`config.mk`:
```
export PLATFORM = sky130hd
export DESIGN_NAME = imm_enc
export DESIGN_NICKNAME = d
export VERILOG_FILES = /design/src/rtl/imm_pkg.sv /design/src/rtl/imm_field_pack.sv /design/src/rtl/imm_enc.sv
export SDC_FILE = /design/constraint.sdc
export NUM_CORES = 1
export LEC_CHECK = 0
export BUFFER_PORTS_ARGS = -buffer_cell sky130_fd_sc_hd__buf_4
export CORE_ASPECT_RATIO = 1.1
export CORE_MARGIN = 4
export CORE_UTILIZATION = 57
export CTS_CLUSTER_DIAMETER = 150
export DETAILED_ROUTE_END_ITERATION = 7
export PLACE_DENSITY = 0.9
export SETUP_SLACK_MARGIN = 0.2
export SYNTH_ARGS = -nofsm -noshare
export SYNTH_HDL_FRONTEND = slang
export SYNTH_SLANG_ARGS = --single-unit
```
`constraint.sdc`:
```
create_clock -name clk -period 5.1 [get_ports clk]
set_clock_uncertainty 0.15 [all_clocks]
set_input_delay 0.765 -clock clk [delete_from_list [all_inputs] [get_ports clk]]
set_output_delay 0.765 -clock clk [all_outputs]
set_load 0.03 [all_outputs]
```
`src/rtl/imm_pkg.sv`:
```
// Shared types and limits for the immediate encoder.
// Latency: none (declarations only).
// Backpressure: not applicable.
package imm_pkg;

  typedef enum logic [2:0] {
    I_T = 3'd0,
    S_T = 3'd1,
    B_T = 3'd2,
    U_T = 3'd3,
    J_T = 3'd4
  } imm_sel_e;

  typedef enum logic [1:0] {
    OK    = 2'd0,
    RANGE = 2'd1,
    ALIGN = 2'd2,
    SEL   = 2'd3
  } imm_err_e;

  // Representable immediate ranges per format (B/J maxima are even because bit 0 is implicit)
  localparam int IS_MIN = -2048;
  localparam int IS_MAX = 2047;
  localparam int B_MIN  = -4096;
  localparam int B_MAX  = 4094;
  localparam int J_MIN  = -1048576;
  localparam int J_MAX  = 1048574;

  function automatic logic in_range(input logic [31:0] v, input int lo, input int hi);
    return ($signed(v) >= lo) && ($signed(v) <= hi);
  endfunction

endpackage

```
`src/rtl/imm_field_pack.sv`:
```
// Scatters an immediate into the RV32I field layout chosen by sel and grades it.
// Latency: purely combinational.
// Backpressure: none; the enclosing pipeline decides when the result is captured.
module imm_field_pack
  import imm_pkg::*;
(
  input  logic [31:0] tmpl,
  input  logic [31:0] imm,
  input  logic [2:0]  sel,
  output logic [31:0] inst,
  output logic [1:0]  err
);

  // Field insertion and error grading; alignment is tested before range so it wins
  always_comb begin
    inst = tmpl;
    err  = OK;
    case (sel)
      I_T: begin
        inst[31:20] = imm[11:0];
        if (!in_range(imm, IS_MIN, IS_MAX)) err = RANGE;
      end
      S_T: begin
        inst[31:25] = imm[11:5];
        inst[11:7]  = imm[4:0];
        if (!in_range(imm, IS_MIN, IS_MAX)) err = RANGE;
      end
      B_T: begin
        inst[31]    = imm[12];
        inst[30:25] = imm[10:5];
        inst[11:8]  = imm[4:1];
        inst[7]     = imm[11];
        if (imm[0])                           err = ALIGN;
        else if (!in_range(imm, B_MIN, B_MAX)) err = RANGE;
      end
      U_T: begin
        inst[31:12] = imm[31:12];
        if (imm[11:0] != 12'd0) err = RANGE;
      end
      J_T: begin
        inst[31]    = imm[20];
        inst[30:21] = imm[10:1];
        inst[20]    = imm[11];
        inst[19:12] = imm[19:12];
        if (imm[0])                           err = ALIGN;
        else if (!in_range(imm, J_MIN, J_MAX)) err = RANGE;
      end
      default: begin
        // Unknown format: template passes through untouched
        inst = tmpl;
        err  = SEL;
      end
    endcase
  end

endmodule

```
`src/rtl/imm_enc.sv`:
```
// Immediate encoder: two-stage valid/ready pipeline around imm_field_pack, with ok/error statistics.
// Latency: beat accepted at edge N is presented (out_valid=1) after edge N+1; 1 beat/cycle sustained.
// Backpressure: in_ready is combinational from out_ready; S2 holds its word while out_ready is low.
module imm_enc
  import imm_pkg::*;
#(
  parameter int CNT_W = 16
) (
  input  logic             clk,
  input  logic             rst,
  input  logic             in_valid,
  output logic             in_ready,
  input  logic [31:0]      in_inst,
  input  logic [31:0]      in_imm,
  input  logic [2:0]       in_sel,
  output logic             out_valid,
  input  logic             out_ready,
  output logic [31:0]      out_inst,
  output logic [1:0]       out_err,
  output logic [CNT_W-1:0] cnt_ok,
  output logic [CNT_W-1:0] cnt_err
);

  logic        s1_valid;
  logic [31:0] s1_inst;
  logic [31:0] s1_imm;
  logic [2:0]  s1_sel;
  logic        s2_valid;
  logic        s1_adv;
  logic        s2_adv;
  logic [31:0] pk_inst;
  logic [1:0]  pk_err;

  assign s2_adv    = !s2_valid | out_ready;
  assign s1_adv    = !s1_valid | s2_adv;
  assign in_ready  = s1_adv;
  assign out_valid = s2_valid;

  imm_field_pack u_pack (
    .tmpl (s1_inst),
    .imm  (s1_imm),
    .sel  (s1_sel),
    .inst (pk_inst),
    .err  (pk_err)
  );

  // Stage 1: capture the raw template/immediate/select whenever the stage may move
  always_ff @(posedge clk) begin
    if (rst) begin
      s1_valid <= 1'b0;
    end else if (s1_adv) begin
      s1_valid <= in_valid;
      if (in_valid) begin
        s1_inst <= in_inst;
        s1_imm  <= in_imm;
        s1_sel  <= in_sel;
      end
    end
  end

  // Stage 2: register the packed word and error code; frozen while downstream stalls
  always_ff @(posedge clk) begin
    if (rst) begin
      s2_valid <= 1'b0;
      out_inst <= 32'd0;
      out_err  <= 2'd0;
    end else if (s2_adv) begin
      s2_valid <= s1_valid;
      if (s1_valid) begin
        out_inst <= pk_inst;
        out_err  <= pk_err;
      end
    end
  end

  // Saturating delivery statistics, bumped on the output handshake
  always_ff @(posedge clk) begin
    if (rst) begin
      cnt_ok  <= '0;
      cnt_err <= '0;
    end else if (s2_valid && out_ready) begin
      if (out_err == OK) begin
        if (cnt_ok != '1) cnt_ok <= cnt_ok + CNT_W'(1);
      end else begin
        if (cnt_err != '1) cnt_err <= cnt_err + CNT_W'(1);
      end
    end
  end

endmodule

```
==> results.ini, run 1 <==
[run_status]
status = finished clean

[die]
die-height_um = 110.0
dieArea_mm2 = 0.01109
initial_utilization_pct = 59.58
die_w_um = 100.8
coreArea_mm2 = 0.009054
ios = 139
rows = 36

[cts]
post-cts-setup-buffer-count = 0
cts-resized-gates = 0
clock-sinks = 135
htreeDepth = 4
cts_tree = done
cts_root_buf = clkbuf_8
clk_path_buf_depth = 2
cts_buffers = 17
clk_latency_ns = 0.51
holdBufCountCts = 0
path_clk_slew_ns = 0.06

[synthesis]
synth_xor_area_share_pct = 4.709
synth.avg_cell_area_um2 = 11.60
synth-simple-area-share_pct = 17.35
syn_area_mm2 = 0.005394
synth_cells = 465
synth_top_family_by_area = simple AND/OR/NAND/NOR gates
synth_top_area_share_pct = 37.30
ys_async_sr_fraction_pct = 0
synth_compound_area_share_pct = 9.511
yosysSeqAreaShare_pct = 62.54
synth_edf_count = 67
yosysUniqueCellTypes = 54
synth_area_leader_cell = edfxtp_1
syn_nets = 538
synth_top_flop_cell = dfxtp_1
synth_fa_ha_area_share_pct = 0.4639
synth_warnings = 0
synth.most_common_cell = nor2_1
synth_common_cells = nor2_1, dfxtp_1, edfxtp_1, nand2_1, a21oi_1
synth.area.mux_share_pct = 2.598
yosys_register_bits = 135
synth_area_leaders = edfxtp_1, dfxtp_1, nor2_1

[global_route]
grt_pass1_vias = 4041
grt.total_usage_pct = 22.67
antenna_found_initial = 0
grt_pass1_wl_um = 19220
grt_start_max_net_pins = 70
grt.overflow.total = 0

[drt]
drtAntennaViolNets = 0
vias = 4161
drc = 0
viasPerCell = 5.716
first_pass_iters = 6
first_iter_violations = 355
routed_wl_um = 12270
wire_per_inst_um = 16.85

[final_layout]
layout-drive-gt1-share_pct = 30.94
syn2layout_area_growth_pct = 29.60
nNetsFinal = 674
num_antenna_cells = 0
post-route-util_pct = 77.21

[placed_design]
gp_congestion = 0.9061
dp_hpwl_um = 8695
numPortBuffers = 138

[worst_setup_path]
critPathLaunchType = flop
cp_max_fo = 5
crit_arrival_ns = 1.51
worstRegToRegCells = 6
r2r_slack_ns = 2.75
r2r-end = out_err[0]$_SDFFE_PP0P_
cpPeakStageDelay_ns = 0.37
path_cells = nor2b_1, nand2_1, buf_4
rr_startpoint = s1_sel[1]$_DFFE_PP_
path_delay_family = simple AND/OR/NAND/NOR gates
crit_start = out_valid$_SDFFE_PP0N_
cp_data_required_time_ns = 4.18
crit_type = reg2out
critical_path_buf_inv_count = 1
slowest_stage = dfxtp_1
end_kind = output port

[sta]
fin_crit_sh_pct = 47.64
tightest_slew_ns = 0.9733
rsz0062_at_grt = false
fin_setup_tns_ns = 0
fin_crit_ns = 2.429
max_freq_ghz = 0.4116
setup_viol = 0
max_slew_margin_pct = 35.11
drv_slew = 0
final_hold_viol_count = 0

[hold_path]
hp-start = in_imm[18]
hp-class = in2reg
hold_path_end = s1_imm[18]$_DFFE_PP_
worstHoldPathCells = 1

[power_and_ir_drop]
power_density_mw_per_mm2 = 358.3
vdd_drop_max_v = 0.0002284
leakage_nw = 2.795

[run]
cap_violations = 0

## cell type report
class,count,area (um^2)
inverter,3,11.26
tap,114,142.6
clock inverter,12,105.1
clock buffer,20,435.4
fill,545,2063
timing repair buffer,140,1051
multi-input combinational,304,1872
sequential,135,3373
## layer usage
| layer | up-vias | wire length [um] | track usage [%] |
|---|---|---|---|
| met1 | 1948 | 4763 | 28.17 |
| li1 | 1972 | - | - |
| met2 | 216 | 6167 | 37.44 |
| met4 | 0 | 238 | 8.566 |
| met5 | - | 0 | 0 |
| met3 | 25 | 1096 | 6.797 |
## how the worst max path moves through the flow
| stage | end | slack [ns] | cells after the start |
|---|---|---|---|
| finish | in_ready | 2.67 | 3 |
| global route | in_ready | 2.56 | 3 |
| CTS | in_ready | 2.65 | 3 |
| detailed placement | s1_imm[14]$_DFFE_PP_ | 2.15 | 3 |
| global placement | s1_imm[15]$_DFFE_PP_ | 2.20 | 3 |
| floorplan | s1_imm[0]$_DFFE_PP_ | 1.74 | 3 |
## worst reg2reg max path, cell delays in order, from the launching register on
cell,delay (ns)
edfxtp_1,0.57
nor2_2,0.55
nand2_1,0.13
nor4_1,0.33
nor3_1,0.14
a211o_1,0.30
a21oi_1,0.11
## registers in the layout, summed over array words and instances, names as in the netlist
signal and cells:
cnt_ok 16, out_err 2, s1_imm 32, s1_valid 1, s1_inst 32, out_inst 32, out_valid 1, cnt_err 16
s1_sel 3
## cell families (layout without fill, tap and decap cells)
logic type,count (synthesis),count (layout)
AND/OR/NAND/NOR,186,186
flip-flops,135,135
AO/OA/AOI/OAI,73,73
XOR/XNOR,29,29
buffers and inverters,26,175
multiplexers,14,14
adder cells (fa/ha/maj),2,2
## where the power goes
group          leakage [nW]  switching, mW  internal (mW)  total, mW
combinational          1.36          0.110         0.0850      0.195
sequential             1.18         0.0309           1.19       1.22
clock                 0.255          0.437          0.656       1.09
total                  2.79          0.578           1.93       2.50
## through the flow
step	instances	cell area [um^2]	power, mW	setup WS, ns	hold WS, ns
final	728	6990	2.505	2.671	0.2694
after CTS	728	6990	2.520	2.652	0.2459
after global routing	728	6990	2.592	2.556	0.2373
after detailed placement	696	6450	1.433	2.153	0.3004
after floorplan	465	5394	1.341	1.743	0.3213
after global placement	696	6450	1.425	2.205	0.2985
## cells in the final DEF, fill, tap and decap left out, types with 3 or more instances in the layout
cell,instances
buf_4,140
nor2_1,71
dfxtp_1,68
edfxtp_1,67
nand2_1,34
a21oi_1,27
xor2_1,20
nor3_1,16
nand4_1,16
clkbuf_16,16
a211oi_1,14
mux2i_1,14
nand3_1,10
nor4_1,9
xnor2_1,9
and3_1,6
o22ai_1,6
a221o_1,4
clkinvlp_4,4
nand2b_1,3
inv_1,3
o21ai_0,3
and4_2,3
o211ai_1,3
clkinv_2,3
No activity file was read; power rests on OpenSTA's default activity.
==> run 2, diff against run 1 <==
--- a/config.mk
+++ b/config.mk
@@ -8,10 +8,10 @@
 export BUFFER_PORTS_ARGS = -buffer_cell sky130_fd_sc_hd__buf_4
 export CORE_ASPECT_RATIO = 1.1
 export CORE_MARGIN = 4
-export CORE_UTILIZATION = 57
+export CORE_UTILIZATION = 47
 export CTS_CLUSTER_DIAMETER = 150
 export DETAILED_ROUTE_END_ITERATION = 7
-export PLACE_DENSITY = 0.9
+export PLACE_DENSITY = 0.8
 export SETUP_SLACK_MARGIN = 0.2
 export SYNTH_ARGS = -nofsm -noshare
 export SYNTH_HDL_FRONTEND = slang
==> constraint.sdc (replaced) <==
create_clock -name clk -period 2.1 [get_ports clk]
set_clock_uncertainty 0.15 [all_clocks]
set_input_delay 0.315 -clock clk [delete_from_list [all_inputs] [get_ports clk]]
set_output_delay 0.315 -clock clk [all_outputs]
set_load 0.03 [all_outputs]
==> run 2 against run 1 <==
  * Non-clock buffer count grew 81
  * Die area grew 20%
  * Routed wire length grew 13%
  * Core utilization shrank 5.5 points
  * First-iteration DRC count shrank 23%
  * Critical endpoint is now out_err[0]$_SDFFE_PP0P_
  * Largest cell class unchanged
  * Largest power group unchanged
==> results.ini, run 2 (same netlist as run 1, synthesis figures left out) <==
[run_status]
status = finished clean

[run]
cap_violations = 0

[power_and_ir_drop]
leakage_nw = 3.186
power_density_mw_per_mm2 = 820.0
vdd_drop_max_v = 0.0005941

[worst_setup_path]
cpPeakStageDelay_ns = 0.52
path_cells = o21ai_2, nand2_1, nor3_1, a211o_1, a21oi_1
slowest_stage = edfxtp_1
crit_arrival_ns = 2.00
cp_max_fo = 10
cp_data_required_time_ns = 2.24
critPathLaunchType = flop
path_depth = 5
path_delay_family = compound AO/OA/AOI/OAI gates
worstRegToRegCells = 5
end_kind = flop
crit_type = reg2reg
critical_path_buf_inv_count = 0

[sta]
rsz0062_at_grt = false
setup_viol = 0
max_slew_margin_pct = 52.01
final_hold_viol_count = 0
setup_ws_ns = 0.2423
fin_setup_tns_ns = 0
fin_crit_sh_pct = 88.46
drv_slew = 0
fin_crit_ns = 1.858
tightest_slew_ns = 0.7199
max_freq_ghz = 0.5383

[final_layout]
layout_commonest_cell = buf_4
top_regs = out_inst: 32 flops, s1_imm: 32 flops, s1_inst: 32 flops
seqCellArea_mm2 = 0.003383
multi_input_area_mm2 = 0.001924
nNetsFinal = 755
num_antenna_cells = 0
syn2layout_area_growth_pct = 47.09
mostFrequentLayoutCells = buf_4, nor2_1, dlygate4sd3_1, edfxtp_1, dfxtp_1
layout-drive-gt1-share_pct = 31.80
fillers = 739

[drt]
first_iter_violations = 273
routed_wl_um = 13800
viasPerCell = 5.211
first_pass_iters = 4
vias = 4388
wire_per_inst_um = 16.39
drc = 0
drtAntennaViolNets = 0

[die]
die_w_um = 110.1
rows = 40
initial_utilization_pct = 48.77
die-height_um = 120.4
ios = 139
coreArea_mm2 = 0.01106
dieArea_mm2 = 0.01326

[global_route]
grt.total_usage_pct = 21.22
grt_start_max_net_pins = 69
antenna_found_initial = 0
grt.overflow.total = 0
globalRouteMet3Util_pct = 5.125
grt_util_met2_pct = 36.91
global_route.usage.met1_pct = 24.89
grt_pass1_wl_um = 21630
grt_pass1_vias = 4410
busiest_layer = met2

[cts]
cts_buffers = 17
htreeDepth = 4
path_clk_slew_ns = 0.06
cts_tree = done
cts_root_buf = clkbuf_16
clk_latency_ns = 0.41
clk_path_buf_depth = 2
clock-sinks = 135

[placed_design]
numPortBuffers = 138
gp_congestion = 0.8610
dp_hpwl_um = 9055
dp_slack_ns = 0.1738

[hold_path]
worstHoldPathCells = 4
hp-class = in2reg

==> run 2: power by group <==
| group | leakage (nW) | switching [mW] | internal (mW) |
|---|---|---|---|
| combinational | 1.72 | 0.305 | 0.310 |
| sequential | 1.19 | 0.0699 | 2.88 |
| clock | 0.276 | 1.09 | 1.86 |
| total | 3.19 | 1.46 | 5.05 |
==> run 2: worst paths after layout <==
path,slack (ns),startpoint,end
worst min register to register,0.31,out_inst[2]$_SDFFE_PP0P_,out_inst[2]$_SDFFE_PP0P_
worst max-delay path,0.24,s1_sel[1]$_DFFE_PP_,out_err[0]$_SDFFE_PP0P_
worst max register to register,0.24,s1_sel[1]$_DFFE_PP_,out_err[0]$_SDFFE_PP0P_
worst min-delay path,0.08,out_ready,out_valid$_SDFFE_PP0N_
==> run 2: what timing repair did <==
action | in CTS | in global routing
setup buffers | 0 | 5
endpoints found under the setup margin | 8 | 42
hold buffers | 68 | 0
endpoints found under the hold margin | 68 | 0
pin swaps | 0 | 4
gates resized for setup | 1 | 12
==> run 2: routing by layer <==
layer	wire [um]	part of all wire (%)	vias up
met3	824	6.0	24
met2	7152	52	171
li1	-	-	2144
met4	303	2.2	0
met1	5520	40	2049
met5	0	0	-
==> run 2: final cells by class <==
type,count,area share (%)
tap,147,2.318
multi-input combinational,304,24.25
timing repair buffer,221,23.21
clock buffer,19,5.457
clock inverter,13,1.971
sequential,135,42.64
inverter,3,0.1419
==> run 2: through the flow <==
stage | power (mW) | area (um^2) | hold slack (ns) | util [%] | instances
2_1_floorplan | 3.260 | 5433 | 0.2639 | - | 465
3_3_place_gp | 3.487 | 6596 | 0.2980 | 59.64 | 737
3_5_place_dp | 3.503 | 6596 | 0.3074 | 59.64 | 737
4_1_cts | 6.526 | 7869 | 0.07036 | 71.14 | 837
5_1_grt | 6.724 | 7934 | 0.1090 | 71.73 | 842
6_report | 6.506 | 7934 | 0.08176 | 71.73 | 842
==> run 2: worst min-delay path: cells and delay by family <==
kind          cells  cell delay [ns]
simple gates      3             0.18
buf+inv           1             0.10
==> run 3, diff against run 2 <==
--- a/config.mk
+++ b/config.mk
@@ -11,6 +11,7 @@
 export CORE_UTILIZATION = 47
 export CTS_CLUSTER_DIAMETER = 150
 export DETAILED_ROUTE_END_ITERATION = 7
+export GPL_TIMING_DRIVEN = 0
 export PLACE_DENSITY = 0.8
 export SETUP_SLACK_MARGIN = 0.2
 export SYNTH_ARGS = -nofsm -noshare
==> run 3 against run 2 <==
  * Hold slack worse by 0.052 ns
  * Clock-buffer cell count rose by 4
  * Global-route usage increased by 1.5 points
  * Register-to-register slack lost 0.04 ns
  * Clock power is 4% higher
  * Highest routed layer unchanged
  * Combinational power grew 3%
  * Sequential share of layout area down 0.46 points
  * Cell count increased by 1.1%
  * Sequential power about the same
==> results.ini, run 3 (same netlist as run 1, synthesis figures left out) <==
[run_status]
status = finished clean

[drt]
routed_wl_um = 14560
drc = 0
wire_per_inst_um = 17.11
vias = 4556
first_iter_violations = 316
first_pass_iters = 5
viasPerCell = 5.354
drtAntennaViolNets = 0

[global_route]
global_route.usage.met1_pct = 26.39
busiest_layer = met2
globalRouteMet3Util_pct = 5.499
antenna_found_initial = 0
grt_util_met2_pct = 40.52
grt_pass1_wl_um = 23210
grt.overflow.total = 0
grt.total_usage_pct = 22.70
grt_start_max_net_pins = 35
grt_pass1_vias = 4604

[power_and_ir_drop]
power_density_mw_per_mm2 = 827.1
switching_share_pct = 22.22
vdd_drop_max_v = 0.0005096
total_power_mw = 6.625
power.switching_mw = 1.472
p_int_mw = 5.152
leakage_nw = 3.237
power_frac_seq_pct = 44.5
clock_power_share_pct = 46.0
pwr-share-comb_pct = 9.5

[final_layout]
layout_commonest_cell = buf_4
mostFrequentLayoutCells = buf_4, nor2_1, dlygate4sd3_1, edfxtp_1, dfxtp_1
num_antenna_cells = 0
layout.cells.non_filler = 851
top_regs = out_inst: 32 flops, s1_imm: 32 flops, s1_inst: 32 flops
syn2layout_area_growth_pct = 48.48
layout-drive-gt1-share_pct = 31.39
nNetsFinal = 764
post-route-util_pct = 72.41
multi_input_area_mm2 = 0.001941
fillers = 732
seqCellArea_mm2 = 0.003378

[placed_design]
dp_slack_ns = -0.08373
dp_hpwl_um = 9393
gp_congestion = 0.8386
place_inst = 749
numPortBuffers = 137

[cts]
path_clk_slew_ns = 0.06
cts_root_buf = clkbuf_16
clock-sinks = 135
cts_buffers = 17
clk_path_buf_depth = 2
htreeDepth = 4
clk_latency_ns = 0.40
cts_tree = done

[sta]
drv_slew = 0
setup_ws_ns = 0.2063
fin_crit_ns = 1.894
fin_setup_tns_ns = 0
tightest_slew_ns = 0.8067
setup_viol = 0
max_freq_ghz = 0.5281
fin_crit_sh_pct = 90.18
final_hold_viol_count = 0
max_slew_margin_pct = 46.22
rsz0062_at_grt = true

[die]
ios = 139
die_w_um = 110.1
initial_utilization_pct = 48.77
dieArea_mm2 = 0.01326
rows = 40
die-height_um = 120.4
coreArea_mm2 = 0.01106

[worst_setup_path]
critPathLaunchType = flop
cp_max_fo = 3
crit_type = reg2reg
crit_arrival_ns = 2.02
cp-endpoint = out_err[0]$_SDFFE_PP0P_
worstRegToRegCells = 6
r2r-end = out_err[0]$_SDFFE_PP0P_
cp_data_required_time_ns = 2.23
end_kind = flop
rr_startpoint = s1_imm[29]$_DFFE_PP_
r2r_slack_ns = 0.21
crit_start = s1_imm[29]$_DFFE_PP_

[hold_path]
hp-class = in2reg

[run]
cap_violations = 0

-- run 3: cell types whose count changed in the layout (fill, tap and decap cells not counted), sizes merged --
cell         before  now
clkbuf           19   36
buf             153  149
clkinvlp          4    0
and3b             2    3
bufinv            3    2
dlygate4sd3      68   67
inv               3    4
-- run 3: final cells by class --
type | count | share of cell area (%)
Buffer | 23 | 1.968
Sequential cell | 135 | 42.18
Timing Repair Buffer | 206 | 21.40
Multi-Input combinational cell | 305 | 24.23
Inverter | 3 | 0.1406
Clock inverter | 9 | 1.390
Clock buffer | 23 | 6.390
Tap cell | 147 | 2.297
-- run 3: worst min path at each step --
| stage | start | to | slack, ns | cells after the start |
|---|---|---|---|---|
| floorplan | in_imm[0] | s1_imm[0]$_DFFE_PP_ | 0.26 | 0 |
| global placement | out_inst[31]$_SDFFE_PP0P_ | out_inst[31]$_SDFFE_PP0P_ | 0.30 | 2 |
| detailed placement | out_inst[31]$_SDFFE_PP0P_ | out_inst[31]$_SDFFE_PP0P_ | 0.30 | 2 |
| CTS | in_valid | s1_valid$_SDFFE_PP0P_ | 0.006 | 3 |
| global route | in_valid | s1_valid$_SDFFE_PP0P_ | 0.03 | 3 |
| finish | in_valid | s1_valid$_SDFFE_PP0P_ | 0.03 | 3 |
-- run 3: repair_timing --
item                       in CTS  in global routing
setup endpoints to repair      67                 23
cloned                          1                  0
setup buffers                   0                  2
gates resized for setup         1                 15
hold buffers                   67                  0
pin swaps                       1                  2
hold endpoints to repair       67                  0
-- run 3: worst max-delay path, stage by stage (launching register included) --
cell,delay [ns]
edfxtp_1,0.43
nor4_1,0.34
and3_1,0.27
nand3_1,0.10
o21ai_0,0.19
o32a_1,0.22
a21oi_1,0.07
-- run 3: through the flow --
step	area, um^2	hold WS, ns
floorplan	5433	0.2639
global placement	6645	0.2980
detailed placement	6645	0.2977
CTS	7949	0.005604
global route	8009	0.03373
finish	8009	0.03019
-- run 3: per-layer routing --
| metal | vias up | part of all wire (%) |
|---|---|---|
| met5 | - | 0 |
| met4 | 0 | 1.7 |
| met3 | 22 | 6.1 |
| met2 | 156 | 53 |
| met1 | 2213 | 39 |
| li1 | 2165 | - |
-- run 3: power groups by stage --
stage / Clock (mW) / Combinational [mW] / Sequential, mW
detailed placement: 0 / 0.511 / 3.00
CTS: 3.07 / 0.617 / 2.94
finish: 3.05 / 0.632 / 2.95
floorplan: 0 / 0.197 / 3.06
global placement: 0 / 0.501 / 2.99
global route: 3.21 / 0.678 / 2.95
